File: config.mk
export PLATFORM = sky130hd
export DESIGN_NAME = p_predict_serial
export DESIGN_NICKNAME = d
export VERILOG_FILES = /design/src/rtl/p_predict_serial.sv
export SDC_FILE = /design/constraint.sdc
export NUM_CORES = 2
export LEC_CHECK = 0
export ABC_AREA = 0
export BUFFER_PORTS_ARGS = -buffer_cell sky130_fd_sc_hd__buf_2
export CAP_MARGIN = 0
export CORE_MARGIN = 1
export CORE_UTILIZATION = 65
export DETAILED_ROUTE_END_ITERATION = 6
export PLACE_DENSITY = 0.95
export SYNTH_ARGS = -nofsm -noshare
export SYNTH_HDL_FRONTEND = slang
export SYNTH_SLANG_ARGS = --single-unit
export TNS_END_PERCENT = 50
File: constraint.sdc
create_clock -name clk -period 18.7 [get_ports clk]
set_clock_uncertainty 0.05 [all_clocks]
set_input_delay 1.87 -clock clk [delete_from_list [all_inputs] [get_ports clk]]
set_output_delay 1.87 -clock clk [all_outputs]
set_load 0.02 [all_outputs]
File: src/rtl/p_predict_serial.sv
// p_predict_serial: computes P' = F*P*F^T + Q for a 2-state filter, with F = [[1,dt],[0,1]], using one multiplier shared over cycles.
module p_predict_serial #(
    parameter int N    = 16,
    parameter int FRAC = 10
) (
    input  logic                clk,
    input  logic                rst,
    input  logic                start,
    input  logic signed [N-1:0] dt,
    input  logic signed [N-1:0] P11,
    input  logic signed [N-1:0] P12,
    input  logic signed [N-1:0] P21,
    input  logic signed [N-1:0] P22,
    input  logic signed [N-1:0] Q11,
    input  logic signed [N-1:0] Q12,
    input  logic signed [N-1:0] Q21,
    input  logic signed [N-1:0] Q22,
    output logic                busy,
    output logic                done,
    output logic signed [N-1:0] Pp11,
    output logic signed [N-1:0] Pp12,
    output logic signed [N-1:0] Pp21,
    output logic signed [N-1:0] Pp22
);
    localparam logic [2:0] IDLE = 3'd0, M1 = 3'd1, M2 = 3'd2, M3 = 3'd3, SUM = 3'd4;
    localparam int W = 2 * N + 2;
    localparam logic signed [W-1:0]   HALF = W'(1) <<< (FRAC - 1);
    localparam logic signed [W-1:0]   MAXW = (W'(1) <<< (N - 1)) - W'(1);
    localparam logic signed [W-1:0]   MINW = -(W'(1) <<< (N - 1));
    localparam logic signed [N+2:0]   MAX3 = (N+3)'((1 << (N - 1)) - 1);
    localparam logic signed [N+2:0]   MIN3 = -(N+3)'(1 << (N - 1));
    localparam logic signed [N-1:0]   MAXN = {1'b0, {(N-1){1'b1}}};
    localparam logic signed [N-1:0]   MINN = {1'b1, {(N-1){1'b0}}};

    logic [2:0] state;
    logic signed [N-1:0] dt_r, p11, p12, p21, p22, q11, q12, q21, q22, t1, s, t3;
    logic signed [N:0]   mb;
    logic signed [W-1:0] prod, rnd;
    logic signed [N-1:0] fx;

    function automatic logic signed [N+2:0] x3(input logic signed [N-1:0] v);
        return {{3{v[N-1]}}, v};
    endfunction

    function automatic logic signed [N-1:0] sat3(input logic signed [N+2:0] v);
        return v > MAX3 ? MAXN : v < MIN3 ? MINN : v[N-1:0];
    endfunction

    // The P12+P21 addend keeps its carry bit so the multiply sees the exact sum.
    always_comb begin
        mb   = state == M1 ? {p22[N-1], p22} : state == M2 ? {p12[N-1], p12} + {p21[N-1], p21} : {t1[N-1], t1};
        prod = $signed({{(N+2){dt_r[N-1]}}, dt_r}) * $signed({{(N+1){mb[N]}}, mb});
        rnd  = (prod + HALF) >>> FRAC;
        fx   = rnd > MAXW ? MAXN : rnd < MINW ? MINN : rnd[N-1:0];
    end

    assign busy = state != IDLE;

    always_ff @(posedge clk) begin
        if (rst) begin
            state <= IDLE;
            done  <= 1'b0;
            {dt_r, p11, p12, p21, p22, q11, q12, q21, q22} <= '0;
            {t1, s, t3} <= '0;
            {Pp11, Pp12, Pp21, Pp22} <= '0;
        end else begin
            done <= 1'b0;
            if (state == IDLE && start) begin
                {dt_r, p11, p12, p21, p22} <= {dt, P11, P12, P21, P22};
                {q11, q12, q21, q22} <= {Q11, Q12, Q21, Q22};
                state <= M1;
            end
            if (state == M1) begin
                t1    <= fx;
                state <= M2;
            end
            if (state == M2) begin
                s     <= fx;
                state <= M3;
            end
            if (state == M3) begin
                t3    <= fx;
                state <= SUM;
            end
            if (state == SUM) begin
                Pp11  <= sat3(x3(p11) + x3(s) + x3(t3) + x3(q11));
                Pp12  <= sat3(x3(p12) + x3(t1) + x3(q12));
                Pp21  <= sat3(x3(p21) + x3(t1) + x3(q21));
                Pp22  <= sat3(x3(p22) + x3(q22));
                done  <= 1'b1;
                state <= IDLE;
            end
        end
    end
endmodule
Word-level counts from Yosys, hierarchy flattened
Cells that the tools add are included.
{"block": "classes", "addsub": 10, "n_mul": 1, "order_cmp": 10, "n_eq_ne": 4, "muxes": 17, "reduce_logical": 7}
{"cell": "two-way mux 16 bit", "n": 10}
{"cell": "adder 16 x 16 -> 17 bit", "n": 5}
{"cell": "adder 17 x 16 -> 18 bit", "n": 3}
{"cell": "> comparator 18 x 16 -> 1 bit (second input constant)", "n": 2}
{"cell": "< comparator 18 x 16 -> 1 bit (second input constant)", "n": 2}
{"cell": "adder 33 x 11 -> 34 bit (second input constant)", "n": 1}
{"cell": "two-way mux 17 bit", "n": 2}
{"cell": "multiplier 16 x 17 -> 33 bit", "n": 1}
{"cell": "> comparator 24 x 16 -> 1 bit (second input constant)", "n": 1}
{"cell": "< comparator 24 x 16 -> 1 bit (second input constant)", "n": 1}
{"cell": "adder 18 x 16 -> 19 bit", "n": 1}
{"cell": "> comparator 19 x 16 -> 1 bit (second input constant)", "n": 1}
{"cell": "< comparator 19 x 16 -> 1 bit (second input constant)", "n": 1}
{"cell": "> comparator 17 x 16 -> 1 bit (second input constant)", "n": 1}
{"cell": "< comparator 17 x 16 -> 1 bit (second input constant)", "n": 1}
{"cell": "two-way mux 3 bit", "n": 4}
{"cell": "equality test 3 x 2 -> 1 bit (second input constant)", "n": 2}
{"cell": "nonzero test 3 bit", "n": 2}
{"cell": "nonzero test 4 bit", "n": 1}
{"cell": "equality test 3 x 1 -> 1 bit (second input constant)", "n": 1}
{"cell": "equality test 3 bit (second input constant)", "n": 1}
{"cell": "zero test 3 bit", "n": 1}
{"cell": "OR reduction 3 bit", "n": 1}
{"cell": "OR reduction 2 bit", "n": 1}
{"cell": "2 further kinds", "n": 2}
{"block": "totals", "regBits": 260, "output_inout_bits": 66}

Logic depth before layout (Yosys ltp)
{"block": "depth", "word_depth": 8, "depth_mapped": 41, "depth_no_buf": 38}

Least setup slack after synthesis
OpenSTA, ideal clock, no wires.
{"block": "synth_timing", "path_type": "reg-to-reg", "from": "register p12[0]", "to": "register t1[12]", "setup_time_ns": 0.086, "t_arrival_ns": 8.939, "required_time_ns": 18.564, "path_slack_ns": 9.625, "stages_incl_launch_ff": 40, "period_less_slack_ns": 9.075, "cell_sequence": "dfxtp_1 > ha_1 > inv_1 > fa_1 > nor2b_1 > o21ai_0 > a21boi_0 > o21ai_0 > a21boi_0 > o21ai_0 > a21oi_1 > o211ai_1 > a31oi_1 > o21ai_0 > clkbuf_1 > and2_1 > fa_1 > inv_1 > [4 not listed] > fa_1 > inv_1 > fa_1 > inv_1 > ha_1 > clkbuf_1 > nand2_1 > nor4_1 > and2_1 > a2111oi_2 > o21ai_2 > a41oi_1 > xnor2_1 > nand4_2 > o41ai_4 > buf_6 > nand2_2 > a211oi_1"}
{"block": "synth_between", "elab_chain_len": 8}
{"item": "start, declared", "line": "36", "source": "logic signed [N-1:0] dt_r, p11, p12, p21, p22, q11, q12, q21, q22, t1, s, t3;"}
{"item": "start signal, assigned", "line": "69", "source": "{dt_r, p11, p12, p21, p22} <= {dt, P11, P12, P21, P22};"}
{"item": "adder 16 x 16 -> 17 bit (*)", "line": "51", "source": "mb = state == M1 ? {p22[N-1], p22} : state == M2 ? {p12[N-1], p12} + {p21[N-1], p21} : {t1[N-1], t1};"}
{"item": "two-way mux 17 bit (*) (2 in series)", "line": "51"}
{"item": "multiplier 16 x 17 -> 33 bit (*)", "line": "52", "source": "prod = $signed({{(N+2){dt_r[N-1]}}, dt_r}) * $signed({{(N+1){mb[N]}}, mb});"}
{"item": "adder 33 x 11 -> 34 bit (*)", "line": "53", "source": "rnd = (prod + HALF) >>> FRAC;"}
{"item": "< comparator 24 x 16 -> 1 bit", "line": "54", "source": "fx = rnd > MAXW ? MAXN : rnd < MINW ? MINN : rnd[N-1:0];"}
{"item": "two-way mux 16 bit", "line": "54"}
{"item": "two-way mux 16 bit (*)", "line": "54"}
{"item": "end signal, assigned", "line": "64", "source": "{t1, s, t3} <= '0;"}
{"item": "end signal, assigned", "line": "74", "source": "t1 <= fx;"}
{"item": "end, declared", "line": "36"}
Every way passes the cells marked *; elsewhere a longest branch is shown, timed or not.
A chain may end at the register's enable or synchronous reset.

Worst setup path in the final report
{"block": "layout_timing", "from": "register p21[0]", "to": "register s[5]"}
{"block": "layout_between", "elab_chain_len": 8}
{"item": "start, declared", "line": "36"}
{"item": "start signal, assigned", "line": "69"}
{"item": "adder 16 x 16 -> 17 bit (*)", "line": "51"}
{"item": "two-way mux 17 bit (*) (2 in series)", "line": "51"}
{"item": "multiplier 16 x 17 -> 33 bit (*)", "line": "52"}
{"item": "adder 33 x 11 -> 34 bit (*)", "line": "53"}
{"item": "< comparator 24 x 16 -> 1 bit", "line": "54"}
{"item": "two-way mux 16 bit", "line": "54"}
{"item": "two-way mux 16 bit (*)", "line": "54"}
{"item": "end signal, assigned", "line": "64"}
{"item": "end signal, assigned", "line": "78", "source": "s <= fx;"}
{"item": "end, declared", "line": "36"}
Marked as above.

==> impl_metrics.ini <==
[worst_setup_path]
critPathLaunchType = flip-flop
crit_path_end_kind = flip-flop
required_ns = 19.11
crit_fanout = 22
cpPeakStageDelay_ns = 0.86
reg2reg_to = s[5]$_SDFFE_PP0N_
crit_family = adder cells
cp_num_cells = 36
worst_path_max_delay_cell = o41ai_4
cpMostUsedCell = fa_1
path_buf_inv = 6
rr_worst_depth = 36
reg2reg_from = p21[0]$_SDFFE_PP0P_
worstPathArrival_ns = 10.85
worst-r2r-setup-slack_ns = 8.26
critPathKind = flip-flop to flip-flop

[timing]
hold_violations = 0
fin_crit_ns = 10.44
rsz0062_at_grt = false
fmax_ghz = 0.0958
setup_violations = 0
hold_slack_ns = 0.402
final.setup.worst_slack_ns = 8.26
maxSlewHeadroom = 0.216
fin_setup_tns_ns = 0
worstMarginPinSlew_ns = 1.18
slew_viol_final = 0
final.period_utilization = 0.558

[cts]
cts.htree.levels = 1
postCtsSetupRepairBufs = 0
cts_tree = done
cts_resized = 0
holdBufCountCts = 0
clk_pin_slew_ns = 0.06
clock-root-buffer = clkbuf_16
cts-buffers-inserted = 27
clock_latency_ns = 0.57
cts_sinks = 260
clock_path_buffers = 3

[floorplan]
pin_count = 213
fp.coreArea_mm2 = 0.0376
start_util = 0.658
die_h_um = 197
rows = 71
die_w_um = 197
die_area_mm2 = 0.0389

[yosys]
synth_seq_cells = 260
synth_edf_count = 0
yosysWarnings = 0
ys_seq_area_frac = 0.210
synthFlopType = dfxtp_1
async_flop_share = 0
synth_nets = 3503
ys_types = 83
syn-cell-area_mm2 = 0.0247
synthCells = 2843
postSynthAreaPerCell_um2 = 8.70

[placed_design]
portBuffers = 212
dp_hpwl_um = 56100
placed_cells = 3455
placed_area_mm2 = 0.0261
gp_congestion = 1.02
place_ws_ns = 8.43

[flow_run]
maxCapViolCount = 0

[global_route]
grt_overflow_total = 0
grt_pass1_vias = 22600
grt_max_degree = 112
antenna_found_initial = 2
grt_usage = 0.380
grt_pass1_wl_um = 115000

[cells_and_area]
layout_common_cells = 513 x nand2_1, 374 x inv_1, 350 x fa_1, 260 x dfxtp_1, 240 x a21oi_1
syn_to_final_growth_pct = 9.28
mostFrequentLayoutCell = nand2_1
regArea_mm2 = 0.00520
final_area_mm2 = 0.0270
diodes = 0
nFillCells = 2599
final_core_util = 0.720
drive_gt1_frac = 0.109
layout.nets = 3634
layout.cells.non_filler = 3506
multiInputGateArea_mm2 = 0.0176

[detailed_routing]
drc = 0
drt_iter0_markers = 1915
wl_per_cell_um = 20.6
routed_via_density = 6.11
wirelength_um = 72300
ant_nets = 0
firstDrtPassIters = 7
vias = 21400

[status]
status = finished clean

[worst_hold_path]
min_path_type = flip-flop to flip-flop
hp-start = Pp22[10]$_SDFFE_PP0P_
holdPathEnd = Pp22[10]$_SDFFE_PP0P_
hold-path-cell-count = 2

[power]
power.leakage_nw = 13.0
p_per_area_mw_per_mm2 = 97.0
power.total_mw = 2.62
ir_worst_vdd_mv = 0.0683
where the power goes:
| group | switching [mW] | total [mW] | internal [mW] |
|---|---|---|---|
| Clock | 0.238 | 0.553 | 0.316 |
| Combinational | 0.866 | 1.38 | 0.512 |
| Sequential | 0.0909 | 0.690 | 0.600 |
| Total | 1.19 | 2.62 | 1.43 |
synth_stat cells (all sizes together) (3+ instances only):
cell type / number / area, um2
nand2: 517 / 1950
inv: 374 / 1400
fa: 350 / 7010
dfxtp: 260 / 5200
a21oi: 240 / 1200
ha: 163 / 2040
nor2: 141 / 552
and2: 132 / 826
clkbuf: 117 / 439
o21ai: 71 / 359
xnor2: 69 / 604
a211oi: 33 / 253
a21o: 29 / 218
a221o: 27 / 270
nor3: 26 / 135
o211ai: 26 / 200
nand3b: 25 / 199
xor2: 22 / 200
o21bai: 20 / 154
buf: 17 / 88.8
nand3: 16 / 80.1
o22ai: 15 / 100
nand2b: 13 / 81.3
o21a: 13 / 97.6
a22oi: 12 / 90.1
nor2b: 10 / 62.6
nand4: 8 / 62.6
or2: 8 / 50.1
or3: 8 / 50.1
a31oi: 7 / 73.8
o31ai: 6 / 45.0
a21boi: 5 / 37.5
a2111oi: 4 / 47.6
a22o: 4 / 35.0
a311oi: 4 / 35.0
a32oi: 4 / 35.0
nor3b: 4 / 30.0
nor4: 4 / 40.0
o211a: 3 / 30.0
o31a: 3 / 26.3
flip-flops by register name (all words and copies together), names as in the netlist, 16 cells and up:
| register | cells |
|---|---|
| t1 | 16 |
| Pp12 | 16 |
| Pp21 | 16 |
| t3 | 16 |
| p11 | 16 |
| p22 | 16 |
| q21 | 16 |
| s | 16 |
| q12 | 16 |
| dt_r | 16 |
| p21 | 16 |
| q22 | 16 |
| Pp22 | 16 |
| p12 | 16 |
| q11 | 16 |
| Pp11 | 16 |
worst max-delay path by stage:
stage / startpoint / endpoint
after floorplan: p12[0]$_SDFFE_PP0P_ / t1[12]$_SDFFE_PP0P_
after global placement: p21[0]$_SDFFE_PP0P_ / t1[7]$_SDFFE_PP0P_
after detailed placement: p21[0]$_SDFFE_PP0P_ / s[7]$_SDFFE_PP0N_
after CTS: p21[0]$_SDFFE_PP0P_ / s[7]$_SDFFE_PP0N_
after global routing: p21[0]$_SDFFE_PP0P_ / t1[2]$_SDFFE_PP0P_
final: p21[0]$_SDFFE_PP0P_ / s[5]$_SDFFE_PP0N_
tightest hold or removal path, cell delays in order (launching register included):
cell and delay [ns]:
dfxtp_1 0.32, nand2_1 0.04, o21ai_0 0.06
cell families after synthesis:
family	after synthesis	share of synthesized area
and+or+nand+nor	918	0.169
muxes	3	0.00131
AOI/OAI and AO/OA	549	0.143
DFF	260	0.210
xor gates and xnor gates	91	0.0325
adders and majority gates	513	0.366
buffers and inverters	509	0.0782
per-layer routing:
metal / global-route usage / share of wire / vias up
met4: 0.274 / 0.081 / 4
met5: 0 / 0.00035 / -
met3: 0.0511 / 0.091 / 360
met2: 0.649 / 0.48 / 1265
li1: - / - / 9425
met1: 0.442 / 0.35 / 10400
layout make-up:
type / count / area share
Inverter: 375 / 0.0521
Tap cell: 511 / 0.0236
Multi-Input combinational cell: 2074 / 0.652
Clock buffer: 36 / 0.0281
Timing Repair Buffer: 236 / 0.0461
Clock inverter: 14 / 0.00555
Sequential cell: 260 / 0.192
Note: power is estimated with default switching activity, not from simulation.
